<file path="src/rtl/arb_mux_pkg.sv">
// arb_mux_pkg: shared constants and helpers for the arb_mux block.
//   MODE_SEL / MODE_RR : values of the mode input.
//   clog2_min1()       : index width that never collapses to zero bits.
package arb_mux_pkg;

    localparam logic MODE_SEL = 1'b0;
    localparam logic MODE_RR  = 1'b1;

    function automatic int unsigned clog2_min1(input int unsigned n);
        return (n <= 2) ? 1 : $clog2(n);
    endfunction

endpackage

</file>
<file path="src/rtl/rr_arbiter.sv">
// rr_arbiter: combinational round-robin arbiter.
//   req_i       : per-channel request vector.
//   ptr_i       : last granted channel; search starts at ptr_i+1 and wraps.
//   gnt_valid_o : at least one request present.
//   gnt_idx_o   : index of the granted channel.
// Rotates the request vector so the highest-priority channel sits at bit 0,
// priority-encodes, then rotates the offset back to an absolute index.
module rr_arbiter
    import arb_mux_pkg::*;
#(
    parameter int unsigned NUM_IN = 4,
    parameter int unsigned SEL_W  = clog2_min1(NUM_IN)
) (
    input  logic [NUM_IN-1:0] req_i,
    input  logic [SEL_W-1:0]  ptr_i,
    output logic              gnt_valid_o,
    output logic [SEL_W-1:0]  gnt_idx_o
);

    logic [NUM_IN-1:0] req_rot;
    logic [SEL_W-1:0]  src_idx;
    logic [SEL_W-1:0]  offset;

    always_comb begin
        req_rot = '0;
        src_idx = '0;
        for (int unsigned j = 0; j < NUM_IN; j++) begin
            src_idx    = SEL_W'((j + 32'(ptr_i) + 1) % NUM_IN);
            req_rot[j] = req_i[src_idx];
        end
    end

    always_comb begin
        gnt_valid_o = 1'b0;
        offset      = '0;
        // Walk downward so the lowest set bit wins.
        for (int j = int'(NUM_IN) - 1; j >= 0; j--) begin
            if (req_rot[j]) begin
                gnt_valid_o = 1'b1;
                offset      = SEL_W'(j);
            end
        end
        gnt_idx_o = SEL_W'((32'(offset) + 32'(ptr_i) + 1) % NUM_IN);
    end

endmodule

</file>
<file path="src/rtl/arb_mux.sv">
// arb_mux: NUM_IN-input registered multiplexer with valid/ready handshakes.
//   clk, rst_n      : clock, asynchronous active-low reset.
//   in_data_i       : packed inputs, channel i at [i*WIDTH +: WIDTH].
//   in_valid_i      : per-channel valid.      in_ready_o : per-channel ready.
//   in_last_i       : per-channel burst end (only with ARB_MUX_LOCK_EN).
//   mode_i          : MODE_SEL (explicit sel_i) or MODE_RR (round-robin).
//   sel_i           : channel index for MODE_SEL; out-of-range means no grant.
//   out_data_o      : registered data.        out_src_o : producing channel.
//   out_valid_o     : output valid.           out_ready_i : consumer ready.
// Optional feature macro ARB_MUX_LOCK_EN: in MODE_RR a transfer with
// in_last=0 locks the grant to that channel until a transfer with in_last=1.
module arb_mux
    import arb_mux_pkg::*;
#(
    parameter int unsigned WIDTH  = 8,
    parameter int unsigned NUM_IN = 4,
    parameter int unsigned SEL_W  = clog2_min1(NUM_IN)
) (
    input  logic                    clk,
    input  logic                    rst_n,
    input  logic [NUM_IN*WIDTH-1:0] in_data_i,
    input  logic [NUM_IN-1:0]       in_valid_i,
    output logic [NUM_IN-1:0]       in_ready_o,
`ifdef ARB_MUX_LOCK_EN
    input  logic [NUM_IN-1:0]       in_last_i,
`endif
    input  logic                    mode_i,
    input  logic [SEL_W-1:0]        sel_i,
    output logic [WIDTH-1:0]        out_data_o,
    output logic                    out_valid_o,
    input  logic                    out_ready_i,
    output logic [SEL_W-1:0]        out_src_o
);

    logic             out_valid_q, out_valid_d;
    logic [WIDTH-1:0] out_data_q, out_data_d;
    logic [SEL_W-1:0] out_src_q, out_src_d;
    logic [SEL_W-1:0] ptr_q, ptr_d;

    logic             rr_valid;
    logic [SEL_W-1:0] rr_idx;
    logic             gnt_valid;
    logic [SEL_W-1:0] gnt_idx;
    logic [WIDTH-1:0] gnt_data;
    logic             can_load;
    logic             xfer;
    logic             lock_q;

    rr_arbiter #(
        .NUM_IN (NUM_IN),
        .SEL_W  (SEL_W)
    ) u_rr_arbiter (
        .req_i       (in_valid_i),
        .ptr_i       (ptr_q),
        .gnt_valid_o (rr_valid),
        .gnt_idx_o   (rr_idx)
    );

    always_comb begin
        gnt_valid = 1'b0;
        gnt_idx   = '0;
        if (mode_i == MODE_SEL) begin
            gnt_valid = (32'(sel_i) < NUM_IN);
            gnt_idx   = sel_i;
        end else if (lock_q) begin
            // ptr_q always holds the channel that took the lock.
            gnt_valid = 1'b1;
            gnt_idx   = ptr_q;
        end else begin
            gnt_valid = rr_valid;
            gnt_idx   = rr_idx;
        end
    end

    // rst_n gates ready so nothing is offered while reset is asserted.
    assign can_load = rst_n && (!out_valid_q || out_ready_i);

    always_comb begin
        in_ready_o = '0;
        gnt_data   = '0;
        xfer       = 1'b0;
        for (int unsigned i = 0; i < NUM_IN; i++) begin
            if (gnt_idx == SEL_W'(i)) begin
                in_ready_o[i] = can_load && gnt_valid;
                gnt_data      = in_data_i[i*WIDTH +: WIDTH];
                xfer          = can_load && gnt_valid && in_valid_i[i];
            end
        end
    end

    always_comb begin
        out_valid_d = out_valid_q;
        out_data_d  = out_data_q;
        out_src_d   = out_src_q;
        ptr_d       = ptr_q;
        if (xfer) begin
            out_valid_d = 1'b1;
            out_data_d  = gnt_data;
            out_src_d   = gnt_idx;
            if (mode_i == MODE_RR) begin
                ptr_d = gnt_idx;
            end
        end else if (out_ready_i) begin
            out_valid_d = 1'b0;
        end
    end

    always_ff @(posedge clk or negedge rst_n) begin
        if (!rst_n) begin
            out_valid_q <= 1'b0;
            out_data_q  <= '0;
            out_src_q   <= '0;
            ptr_q       <= SEL_W'(NUM_IN - 1);
        end else begin
            out_valid_q <= out_valid_d;
            out_data_q  <= out_data_d;
            out_src_q   <= out_src_d;
            ptr_q       <= ptr_d;
        end
    end

`ifdef ARB_MUX_LOCK_EN
    logic lock_d;
    logic gnt_last;

    always_comb begin
        gnt_last = 1'b0;
        for (int unsigned i = 0; i < NUM_IN; i++) begin
            if (gnt_idx == SEL_W'(i)) begin
                gnt_last = in_last_i[i];
            end
        end
    end

    always_comb begin
        lock_d = lock_q;
        if (mode_i == MODE_SEL) begin
            lock_d = 1'b0;
        end else if (xfer) begin
            lock_d = !gnt_last;
        end
    end

    always_ff @(posedge clk or negedge rst_n) begin
        if (!rst_n) begin
            lock_q <= 1'b0;
        end else begin
            lock_q <= lock_d;
        end
    end
`else
    assign lock_q = 1'b0;
`endif

    assign out_valid_o = out_valid_q;
    assign out_data_o  = out_data_q;
    assign out_src_o   = out_src_q;

endmodule

</file>
<file path="config.mk">
export PLATFORM = sky130hd
export DESIGN_NAME = arb_mux
export DESIGN_NICKNAME = d
export VERILOG_FILES = /design/src/rtl/arb_mux_pkg.sv /design/src/rtl/rr_arbiter.sv /design/src/rtl/arb_mux.sv
export SDC_FILE = /design/constraint.sdc
export NUM_CORES = 1
export LEC_CHECK = 0
export ABC_AREA = 0
export BUFFER_PORTS_ARGS = -buffer_cell sky130_fd_sc_hd__buf_2
export CORE_MARGIN = 4
export CORE_UTILIZATION = 50
export CTS_BUF_LIST = sky130_fd_sc_hd__clkbuf_16
export CTS_CLUSTER_DIAMETER = 100
export CTS_CLUSTER_SIZE = 8
export DETAILED_ROUTE_END_ITERATION = 10
export GPL_TIMING_DRIVEN = 0
export HOLD_SLACK_MARGIN = 0.02
export PLACE_DENSITY = 0.81
export SLEW_MARGIN = 20
export SYNTH_ARGS = -nofsm -noshare
export SYNTH_HDL_FRONTEND = slang
export SYNTH_SLANG_ARGS = --single-unit
</file>
<file path="constraint.sdc">
create_clock -name clk -period 5.8 [get_ports clk]
set_input_delay 1.16 -clock clk [delete_from_list [all_inputs] [get_ports clk]]
set_output_delay 1.16 -clock clk [all_outputs]
set_load 0.01 [all_outputs]
</file>
==> summary.txt, run 1 <==
STA
  • Setup TNS: 0 ns
  • Highest Clock Rate: 0.208 GHz
  • Tcrit/Tclk final: 0.829
  • Slew Viols, Final: 0
  • Final min period: 4.81 ns
  • # setup viols final: 0
  • RSZ-0062 raised after global routing: false
  • Post-route clock skew: 0.00610 ns
  • Hold Fails Final Rpt: 0
  • Worst slew pin tran: 0.708 ns
  • Hold WS: roughly 0.51 ns
  • Worst relative slew slack: 0.525

Synth
  • Post-synthesis sequential area ratio: 0.264
  • Avg Inst Size Synth: 8.79 um^2
  • Share of the synthesized area in the top cell type: 0.222
  • #FFs+latches synth: 13
  • Number of synthesized flops with an enable pin: 0
  • Commonest cells in the netlist: 20 x nand3_1, 12 x a21oi_1, 11 x dfrtp_1, 11 x mux2i_1
  • Syn nets: between 150 and 200
  • Count of different cell masters after synthesis: 46
  • Synth warn: 0
  • Synthesized instance count: 141
  • Count leader, synth: nand3_1
  • Synth top area cells: dfrtp_1 22%, mux2i_1 8.9%, nand3_1 8.1%
  • Post-Synthesis Cell Area: 0.00124 mm^2
  • Post-synth ARST share: 1.00
  • Most used flip-flop cell after synthesis: dfrtp_1
  • Area leader, netlist: dfrtp_1

Layout
  • Final layout net count: 244
  • Fillers: 187
  • Layout cells sized above 1: 0.390
  • Final core occ: 0.716
  • Register area: ~330 um^2
  • Multi-input gate area: 840 um^2
  • # diodes: 0
  • Area delta synth->final: 31.4%

Clock network
  • Hold buffer count at CTS: 0
  • Postcts setup bufs: 0
  • CTS sink count: 13
  • CTS tree: built
  • Clock Pin Slew Worst Setup and Hold Paths: 0.05 ns
  • Worst skew pair latency: roughly 0.25 ns
  • CTS max path bufs: 2
  • Post_cts resized: 0
  • CTS Buf Count: 3
  • Root Driver: clkbuf_16
  • H-tree depth: 1

Setup path
  • Critical Path RT: between 4 and 5 ns
  • Worst Path Buf+Inv: 4
  • CP Launch Point: in_valid_i[2]
  • Crit path largest cell delay: 0.39 ns
  • Critical path type: in -> out
  • Largest fanout on the critical path: 10
  • Worst path slowest cell: clkbuf_1
  • Crit path to: in_ready_o[0]
  • Reg-to-reg startpoint: ptr_q[1]
  • Startpoint types: input pin
  • Crit path cell chain: buf_2, clkbuf_1, nor2_1, nand2_1, o21ai_0, o21ai_1, ha_1, xnor2_1, and4_4, o21ai_2, nand2_1, clkbuf_1, nor2_1, buf_2
  • CP endpoint kind: output pin
  • R2r setup slk: 2.50 ns
  • RR Endpoint: out_src_o[0]
  • Crit path DAT: 3.65 ns
  • CP delay by family, top: buffers and inverters
  • Reg2Reg Depth: 12
  • WP depth: 14

Drt
  • DRT antenna net count: 0
  • Routed WL per cell: 17.5 um
  • DR iter-0 viols: roughly 100
  • DR DRC count: 0
  • Top layer in use: met4
  • WL met1: around 1.6 mm
  • DR WL met2: 2.02 mm
  • Total number of vias: between 1k and 1.5k
  • DR WL met3: 360 um
  • Drt total wl: ~4.0 mm
  • Mean number of vias per cell: roughly 6.4
  • Detailed Routing Iterations Pass 1: 5

Pwr
  • P_sw: 0.324 mW
  • Comb pwr share: 0.605
  • Clock Power Share: 0.177
  • Flop pwr share: 0.218
  • Power per cell area: 473 mW/mm^2
  • VDD IR-drop max: 0.336 mV
  • Sw Ratio: 0.420
  • Int Pwr: around 0.45 mW
  • Lkg Pwr: ~0.76 nW

Hold path
  • HP Class: reg -> reg
  • Hold path start: out_src_o[0]

Die
  • Top Ports: 57
  • Num rows: 17
  • Vert. Die Dim: just under 60 um
  • Floorplan core area: 0.00228 mm^2
  • Die span in x: 57.8 um
  • Die area: 0.00334 mm^2
  • Starting Density: 0.545

Global route
  • GRT Util Overall: 0.251
  • GRT overflow: 0
  • Initial antenna violation count: 0
  • Global-route wire length before repair: 6.68 mm
  • Vias in the first global route: approximately 1.5k
  • Largest net degree at the start of global routing: 16

Run
  • Max-cap violations: 0

Placement
  • Placer Congestion: 0.876
  • Port buffer count: between 50 and 60
  • Hpwl dp: 2.93 mm

Outcome
  • Outcome: finished clean
-- worst min path at each step --
stage | depth (start not counted) | to
3_3_place_gp | 1 | out_src_o[0]
4_1_cts | 1 | out_src_o[0]
3_5_place_dp | 1 | out_src_o[0]
6_report | 1 | out_src_o[0]
2_1_floorplan | 2 | ptr_q[0]
5_1_grt | 1 | out_src_o[0]
-- cell usage in the layout, fill, tap and decap left out, types with 3 or more instances in the layout --
master	instances
nor2b_1	5
dfrtp_1	11
nand3_1	20
nand2b_1	5
clkbuf_16	3
a21oi_1	12
o21ai_1	3
nor4b_1	8
a221o_1	8
mux2i_1	11
nor2_1	5
nand2_1	6
clkbuf_1	4
buf_2	56
o21ai_0	3
buf_6	3
-- through the flow --
step / power (mW) / instances / instance area [um^2] / setup slack, ns
after global placement: 0.611 / 224 / 1550 / 1.15
after detailed placement: 0.626 / 224 / 1550 / 1.04
after global routing: 0.822 / 228 / 1630 / 0.794
after CTS: 0.768 / 228 / 1630 / 1.04
after floorplan: 0.497 / 141 / 1240 / 1.70
final: 0.771 / 228 / 1630 / 0.993
-- metal layers --
layer / vias to the layer above / global-route usage
met3: 5 / 0.0401
met4: 0 / 0.103
met2: 85 / 0.415
li1: 662 / -
met5: - / 0
met1: 698 / 0.324
-- sequential cells by signal, indices dropped and copies added, names as in the netlist --
name / cells
out_data_o: 8
out_src_o: 2
out_valid_o: 1
ptr_q: 2
-- layout make-up --
type | instances | share of cell area
plain buffers | 10 | 0.0399
multi-input cells | 116 | 0.515
well taps | 28 | 0.0215
repair buffers | 55 | 0.169
inverters | 2 | 0.00461
flip-flops and latches | 13 | 0.201
clock buffers | 3 | 0.0461
clock inverters | 1 | 0.00230
-- power by group through the flow --
stage | sequential (mW) | combinational [mW] | clock [mW]
after floorplan | 0.182 | 0.315 | 0
after global placement | 0.165 | 0.446 | 0
after global routing | 0.174 | 0.506 | 0.142
final | 0.168 | 0.467 | 0.137
after detailed placement | 0.168 | 0.458 | 0
after CTS | 0.168 | 0.463 | 0.137
-- cell families (layout without fill, tap and decap cells) --
| kind of cell | after synthesis | count (layout) | synth area share |
|---|---|---|---|
| buffers and inverters | 12 | 71 | 0.0585 |
| multiplexers | 12 | 12 | 0.101 |
| AND/OR/NAND/NOR | 63 | 63 | 0.310 |
| XOR/XNOR | 2 | 2 | 0.0141 |
| adder cells (fa/ha/maj) | 1 | 1 | 0.0101 |
| flip-flops | 13 | 13 | 0.264 |
| AO/OA/AOI/OAI | 38 | 38 | 0.242 |
(Power assumes the default switching activity.)
==> run 2: changes to the inputs <==
--- a/config.mk
+++ b/config.mk
@@ -8,14 +8,14 @@
 export ABC_AREA = 0
 export BUFFER_PORTS_ARGS = -buffer_cell sky130_fd_sc_hd__buf_2
 export CORE_MARGIN = 4
-export CORE_UTILIZATION = 50
+export CORE_UTILIZATION = 47
 export CTS_BUF_LIST = sky130_fd_sc_hd__clkbuf_16
 export CTS_CLUSTER_DIAMETER = 100
 export CTS_CLUSTER_SIZE = 8
 export DETAILED_ROUTE_END_ITERATION = 10
 export GPL_TIMING_DRIVEN = 0
 export HOLD_SLACK_MARGIN = 0.02
-export PLACE_DENSITY = 0.81
+export PLACE_DENSITY = 0.76
 export SLEW_MARGIN = 20
 export SYNTH_ARGS = -nofsm -noshare
 export SYNTH_HDL_FRONTEND = slang
==> constraint.sdc (replaced) <==
create_clock -name clk -period 4.5 [get_ports clk]
set_input_delay 0.9 -clock clk [delete_from_list [all_inputs] [get_ports clk]]
set_output_delay 0.9 -clock clk [all_outputs]
set_load 0.01 [all_outputs]
==> run 2 against run 1 <==
Critical path depth decreased by 2. Combinational power increased by 26%. Non-clock buffer count decreased by 1. Wire length decreased by 5.6%. Register-to-register slack got worse by 1.3 ns. Cell count increased by 0.44%. Largest power group unchanged. Clock skew decreased by 0.0029 ns.
==> summary.txt, run 2 (same netlist as run 1, synthesis figures left out) <==
Die
  • Vert. Die Dim: 59.4 um
  • Floorplan core area: 0.00250 mm^2
  • Num rows: 18
  • Die area: 0.00352 mm^2
  • Die span in x: 59.4 um
  • Starting Density: 0.496
  • Top Ports: 57

Setup path
  • Worst Path Buf+Inv: 3
  • CP delay by family, top: buffers and inverters
  • Reg-to-reg startpoint: ptr_q[1]
  • Worst path slowest cell: clkbuf_1
  • Critical Path RT: 3.60 ns
  • Crit path largest cell delay: 0.41 ns
  • CP Launch Point: in_valid_i[3]
  • CP endpoint kind: output pin
  • Crit path cell chain: buf_2, clkbuf_1, nand2_1, o21ai_0, o21ai_1, ha_1, xnor2_1, a31oi_2, o21ai_2, nand2_1, nor2_1, buf_2
  • Largest fanout on the critical path: 11
  • Startpoint types: input pin
  • Critical path type: in -> out
  • Crit path DAT: around 3.2 ns

Global route
  • Met1 usage: 0.313
  • GRT overflow: 0
  • Met3 usage: 0.0479
  • Global Route met2 Usage: 0.376
  • Global-route wire length before repair: 6.23 mm
  • Initial antenna violation count: 0
  • Vias in the first global route: 1325
  • GRT Util Overall: 0.233
  • Global routing's busiest layer: met2
  • Largest net degree at the start of global routing: 16

Placement
  • Post-Place Worst Slack: roughly 0.27 ns
  • Hpwl dp: 2.85 mm
  • Placer Congestion: 0.928
  • Placed inst area: 0.00155 mm^2
  • Port buffer count: 55

Clock network
  • Root Driver: clkbuf_16
  • H-tree depth: 1
  • Post_cts resized: 0
  • CTS sink count: 13
  • CTS Buf Count: 3
  • Clock Pin Slew Worst Setup and Hold Paths: 0.05 ns
  • CTS max path bufs: 2
  • CTS tree: built
  • Worst skew pair latency: 0.24 ns

Layout
  • Commonest non-fill, non-tap cells in the layout: 56 x buf_2, 20 x nand3_1, 12 x a21oi_1
  • Commonest non-fill, non-tap cell in the layout: buf_2
  • # diodes: 0
  • Final layout net count: between 200 and 250
  • Layout cells sized above 1: 0.392
  • Area delta synth->final: 31.3%
  • Post-route cell area: 0.00163 mm^2
  • Fillers: 227
  • Largest register FFs: 8

Drt
  • Routed WL per cell: about 16 um
  • DR iter-0 viols: 73
  • Mean number of vias per cell: 5.99
  • DRT antenna net count: 0
  • DR DRC count: 0
  • Drt total wl: 3.77 mm
  • Total number of vias: between 1k and 1.5k
  • Detailed Routing Iterations Pass 1: 4

Hold path
  • Hold path start: out_src_o[0]
  • HP Class: reg -> reg

Pwr
  • VDD IR-drop max: 0.393 mV
  • Power per cell area: approximately 600 mW/mm^2
  • Lkg Pwr: 0.758 nW

STA
  • RSZ-0062 raised after global routing: false
  • Worst slew pin tran: 0.732 ns
  • # setup viols final: 0
  • Final min period: ~4.1 ns
  • Slew Viols, Final: 0
  • Worst relative slew slack: 0.509
  • Highest Clock Rate: 0.244 GHz
  • Hold Fails Final Rpt: 0
  • Post-route clock skew: between 0.003 and 0.004 ns
  • Setup TNS: 0 ns
  • Hold WS: 0.505 ns
  • Final worst slack: 0.394 ns
  • Tcrit/Tclk final: 0.912

Outcome
  • Outcome: finished clean

Run
  • Max-cap violations: 0
## run 2: final cells by class
| cell class | instances | area (um^2) | share of cell area |
|---|---|---|---|
| Clock buffer | 3 | 75.1 | 0.0461 |
| Inverter | 2 | 7.51 | 0.00461 |
| Clock inverter | 1 | 3.75 | 0.00231 |
| Multi-Input combinational cell | 116 | 840 | 0.516 |
| Tap cell | 30 | 37.5 | 0.0231 |
| Buffer | 9 | 61.3 | 0.0377 |
| Sequential cell | 13 | 328 | 0.201 |
| Timing Repair Buffer | 55 | 275 | 0.169 |
## run 2: metal layers
layer	share of wire	vias up
li1	-	661
met1	0.43	649
met2	0.50	58
met3	0.063	4
met4	0.0077	0
met5	0	-
## run 2: final timing paths
path / end / slack [ns] / depth (start not counted)
setup / recovery: in_ready_o[0] / 0.39 / 12
hold / removal: out_src_o[0] / 0.50 / 1
setup reg to reg: out_src_o[0] / 1.24 / 12
hold reg to reg: out_src_o[0] / 0.50 / 1
max in group asynchronous: ptr_q[1] / 3.65 / 1
min in group asynchronous: out_data_o[1] / 0.55 / 1
## run 2: repair_timing
item	in CTS	in global routing
endpoints found under the setup margin	0	2
buffers inserted	0	0
hold buffers	0	0
endpoints found under the hold margin	0	0
## run 2: stage by stage
stage | utilization | cells | power, mW
after global placement | 0.621 | 226 | 0.791
after global routing | 0.651 | 229 | 1.05
after CTS | 0.653 | 230 | 0.981
final | 0.651 | 229 | 0.975
after detailed placement | 0.621 | 226 | 0.806
after floorplan | - | 141 | 0.641
## run 2: report_power, final
part | total (mW) | internal [mW] | switching, mW
Clock | 0.171 | 0.118 | 0.0532
Combinational | 0.588 | 0.274 | 0.315
Sequential | 0.216 | 0.182 | 0.0339
==> run 3: changes to the inputs <==
--- a/config.mk
+++ b/config.mk
@@ -8,14 +8,15 @@
 export ABC_AREA = 0
 export BUFFER_PORTS_ARGS = -buffer_cell sky130_fd_sc_hd__buf_2
 export CORE_MARGIN = 4
-export CORE_UTILIZATION = 47
+export CORE_UTILIZATION = 50
 export CTS_BUF_LIST = sky130_fd_sc_hd__clkbuf_16
 export CTS_CLUSTER_DIAMETER = 100
 export CTS_CLUSTER_SIZE = 8
 export DETAILED_ROUTE_END_ITERATION = 10
 export GPL_TIMING_DRIVEN = 0
 export HOLD_SLACK_MARGIN = 0.02
-export PLACE_DENSITY = 0.76
+export PLACE_DENSITY = 0.94
+export SETUP_SLACK_MARGIN = 0.4
 export SLEW_MARGIN = 20
 export SYNTH_ARGS = -nofsm -noshare
 export SYNTH_HDL_FRONTEND = slang
==> constraint.sdc (replaced) <==
create_clock -name clk -period 5.31 [get_ports clk]
set_input_delay 1.062 -clock clk [delete_from_list [all_inputs] [get_ports clk]]
set_output_delay 1.062 -clock clk [all_outputs]
set_load 0.01 [all_outputs]
==> run 3 against run 2 <==
Cell count shrank 0.44%. Critical path type unchanged. Wire length grew 11%. Sequential power shrank 15%. Via count grew 2.6%. Power shrank 13%. Clock-buffer cell count is the same. First-iteration DRC count grew 30%. Worst setup slack gained 0.32 ns. Sequential share of layout area is essentially flat. Highest routed layer unchanged. Register-to-register slack gained 0.69 ns.
==> summary.txt, run 3 (same netlist as run 1, synthesis figures left out) <==
Layout
  • Final layout net count: 244
  • Commonest non-fill, non-tap cell in the layout: buf_2
  • Layout cells sized above 1: 0.395
  • Largest register FFs: 8
  • # diodes: 0
  • Commonest non-fill, non-tap cells in the layout: 56 x buf_2, 20 x nand3_1, 12 x a21oi_1
  • Post-route cell area: 0.00163 mm^2
  • Area delta synth->final: 31.5%
  • Final core occ: 0.716

Setup path
  • Crit path DAT: about 3.5 ns
  • Largest fanout on the critical path: 10
  • Critical path type: in -> out
  • Crit path largest cell delay: just over 0.4 ns
  • CP endpoint kind: output pin
  • Worst path slowest cell: clkbuf_1
  • Crit path cell chain: buf_2, clkbuf_1, nor2_1, nand2_1, o21ai_0, o21ai_1, ha_1, xnor2_1, and4_4, o21ai_2, nand2_1, clkbuf_1, nor2_1, buf_2
  • Critical Path RT: 4.25 ns
  • Startpoint types: input pin

Drt
  • Drt total wl: 4.20 mm
  • Total number of vias: 1407
  • Mean number of vias per cell: ~6.2
  • DR iter-0 viols: 95
  • Routed WL per cell: 18.4 um
  • DRT antenna net count: 0
  • DR DRC count: 0
  • Detailed Routing Iterations Pass 1: 4

Clock network
  • CTS Buf Count: 3
  • Clock Pin Slew Worst Setup and Hold Paths: 0.05 ns
  • Postcts setup bufs: 0
  • Root Driver: clkbuf_16
  • H-tree depth: 1
  • Hold buffer count at CTS: 0
  • CTS sink count: 13
  • CTS max path bufs: 2
  • Post_cts resized: 0
  • CTS tree: built
  • Worst skew pair latency: 0.24 ns

Die
  • Top Ports: 57
  • Floorplan core area: ~0.0023 mm^2
  • Vert. Die Dim: 57.8 um
  • Num rows: 17
  • Starting Density: 0.545
  • Die span in x: 57.8 um
  • Die area: 0.00334 mm^2

STA
  • Final min period: approximately 4.6 ns
  • Hold Fails Final Rpt: 0
  • Worst slew pin tran: 0.716 ns
  • Worst relative slew slack: 0.520
  • Tcrit/Tclk final: 0.866
  • Setup TNS: 0 ns
  • Hold WS: about 0.52 ns
  • # setup viols final: 0
  • RSZ-0062 raised after global routing: false
  • Post-route clock skew: 0.00186 ns
  • Slew Viols, Final: 0
  • Highest Clock Rate: roughly 0.22 GHz

Run
  • Max-cap violations: 0

Global route
  • Global-route wire length before repair: around 6.6 mm
  • GRT Util Overall: 0.248
  • GRT overflow: 0
  • Initial antenna violation count: 0
  • Vias in the first global route: between 1k and 1.5k
  • Largest net degree at the start of global routing: 16

Hold path
  • HP Class: reg -> reg

Placement
  • Placer Congestion: 0.918
  • Hpwl dp: about 3.1 mm
  • Placed inst area: 0.00155 mm^2
  • Port buffer count: 55

Pwr
  • VDD IR-drop max: 0.383 mV
  • Power per cell area: 519 mW/mm^2
  • Lkg Pwr: between 0.7 and 0.8 nW

Outcome
  • Outcome: finished clean
==> run 3: cell types whose count changed in the layout (fill, tap and decap cells not counted), sizes merged <==
| cell | delta |
|---|---|
| inv | -1 |
| clkbuf | +1 |
| clkinv | +1 |
==> run 3: layout make-up <==
class / count / area (um^2)
clock buffers: 3 / 75.1
plain buffers: 10 / 65.1
flip-flops and latches: 13 / 328
repair buffers: 55 / 275
well taps: 28 / 35.0
fillers: 166 / 646
inverters: 2 / 7.51
multi-input cells: 116 / 840
clock inverters: 1 / 5.00
==> run 3: through the flow <==
step	power [mW]	setup slack, ns	std cells
after floorplan	0.543	1.40	141
after global placement	0.659	0.853	224
after detailed placement	0.686	0.765	224
after CTS	0.840	0.758	228
after global routing	0.896	0.558	228
final	0.846	0.713	228
==> run 3: final timing paths <==
path | from | end | slack (ns) | cells after the start
hold reg to reg | out_data_o[0] | out_data_o[0] | 0.52 | 1
setup reg to reg | ptr_q[1] | out_src_o[0] | 1.93 | 12
max in group asynchronous | rst_n | ptr_q[1] | 4.28 | 1
setup / recovery | in_valid_i[2] | in_ready_o[0] | 0.71 | 14
min in group asynchronous | rst_n | out_data_o[3] | 0.73 | 1
hold / removal | out_data_o[0] | out_data_o[0] | 0.52 | 1
==> run 3: where the power goes <==
part           switching [mW]  total (mW)  internal (mW)
logic                   0.281       0.516          0.235
registers              0.0302       0.184          0.154
clock network          0.0451       0.146          0.100
==> run 3: critical path, delay by kind of cell <==
family | cells | cell delay [ns]
buffers and inverters | 4 | 1.11
AND/OR/NAND/NOR | 5 | 0.66
AO/OA/AOI/OAI | 3 | 0.30
adder cells (fa/ha/maj) | 1 | 0.21
XOR/XNOR | 1 | 0.19
==> run 3: metal layers <==
| layer | up-vias | part of all wire | track usage |
|---|---|---|---|
| met2 | 90 | 0.51 | 0.424 |
| met3 | 13 | 0.083 | 0.0379 |
| met1 | 639 | 0.38 | 0.314 |
| met4 | 0 | 0.023 | 0.0894 |
| met5 | - | 0 | 0 |
| li1 | 665 | - | - |
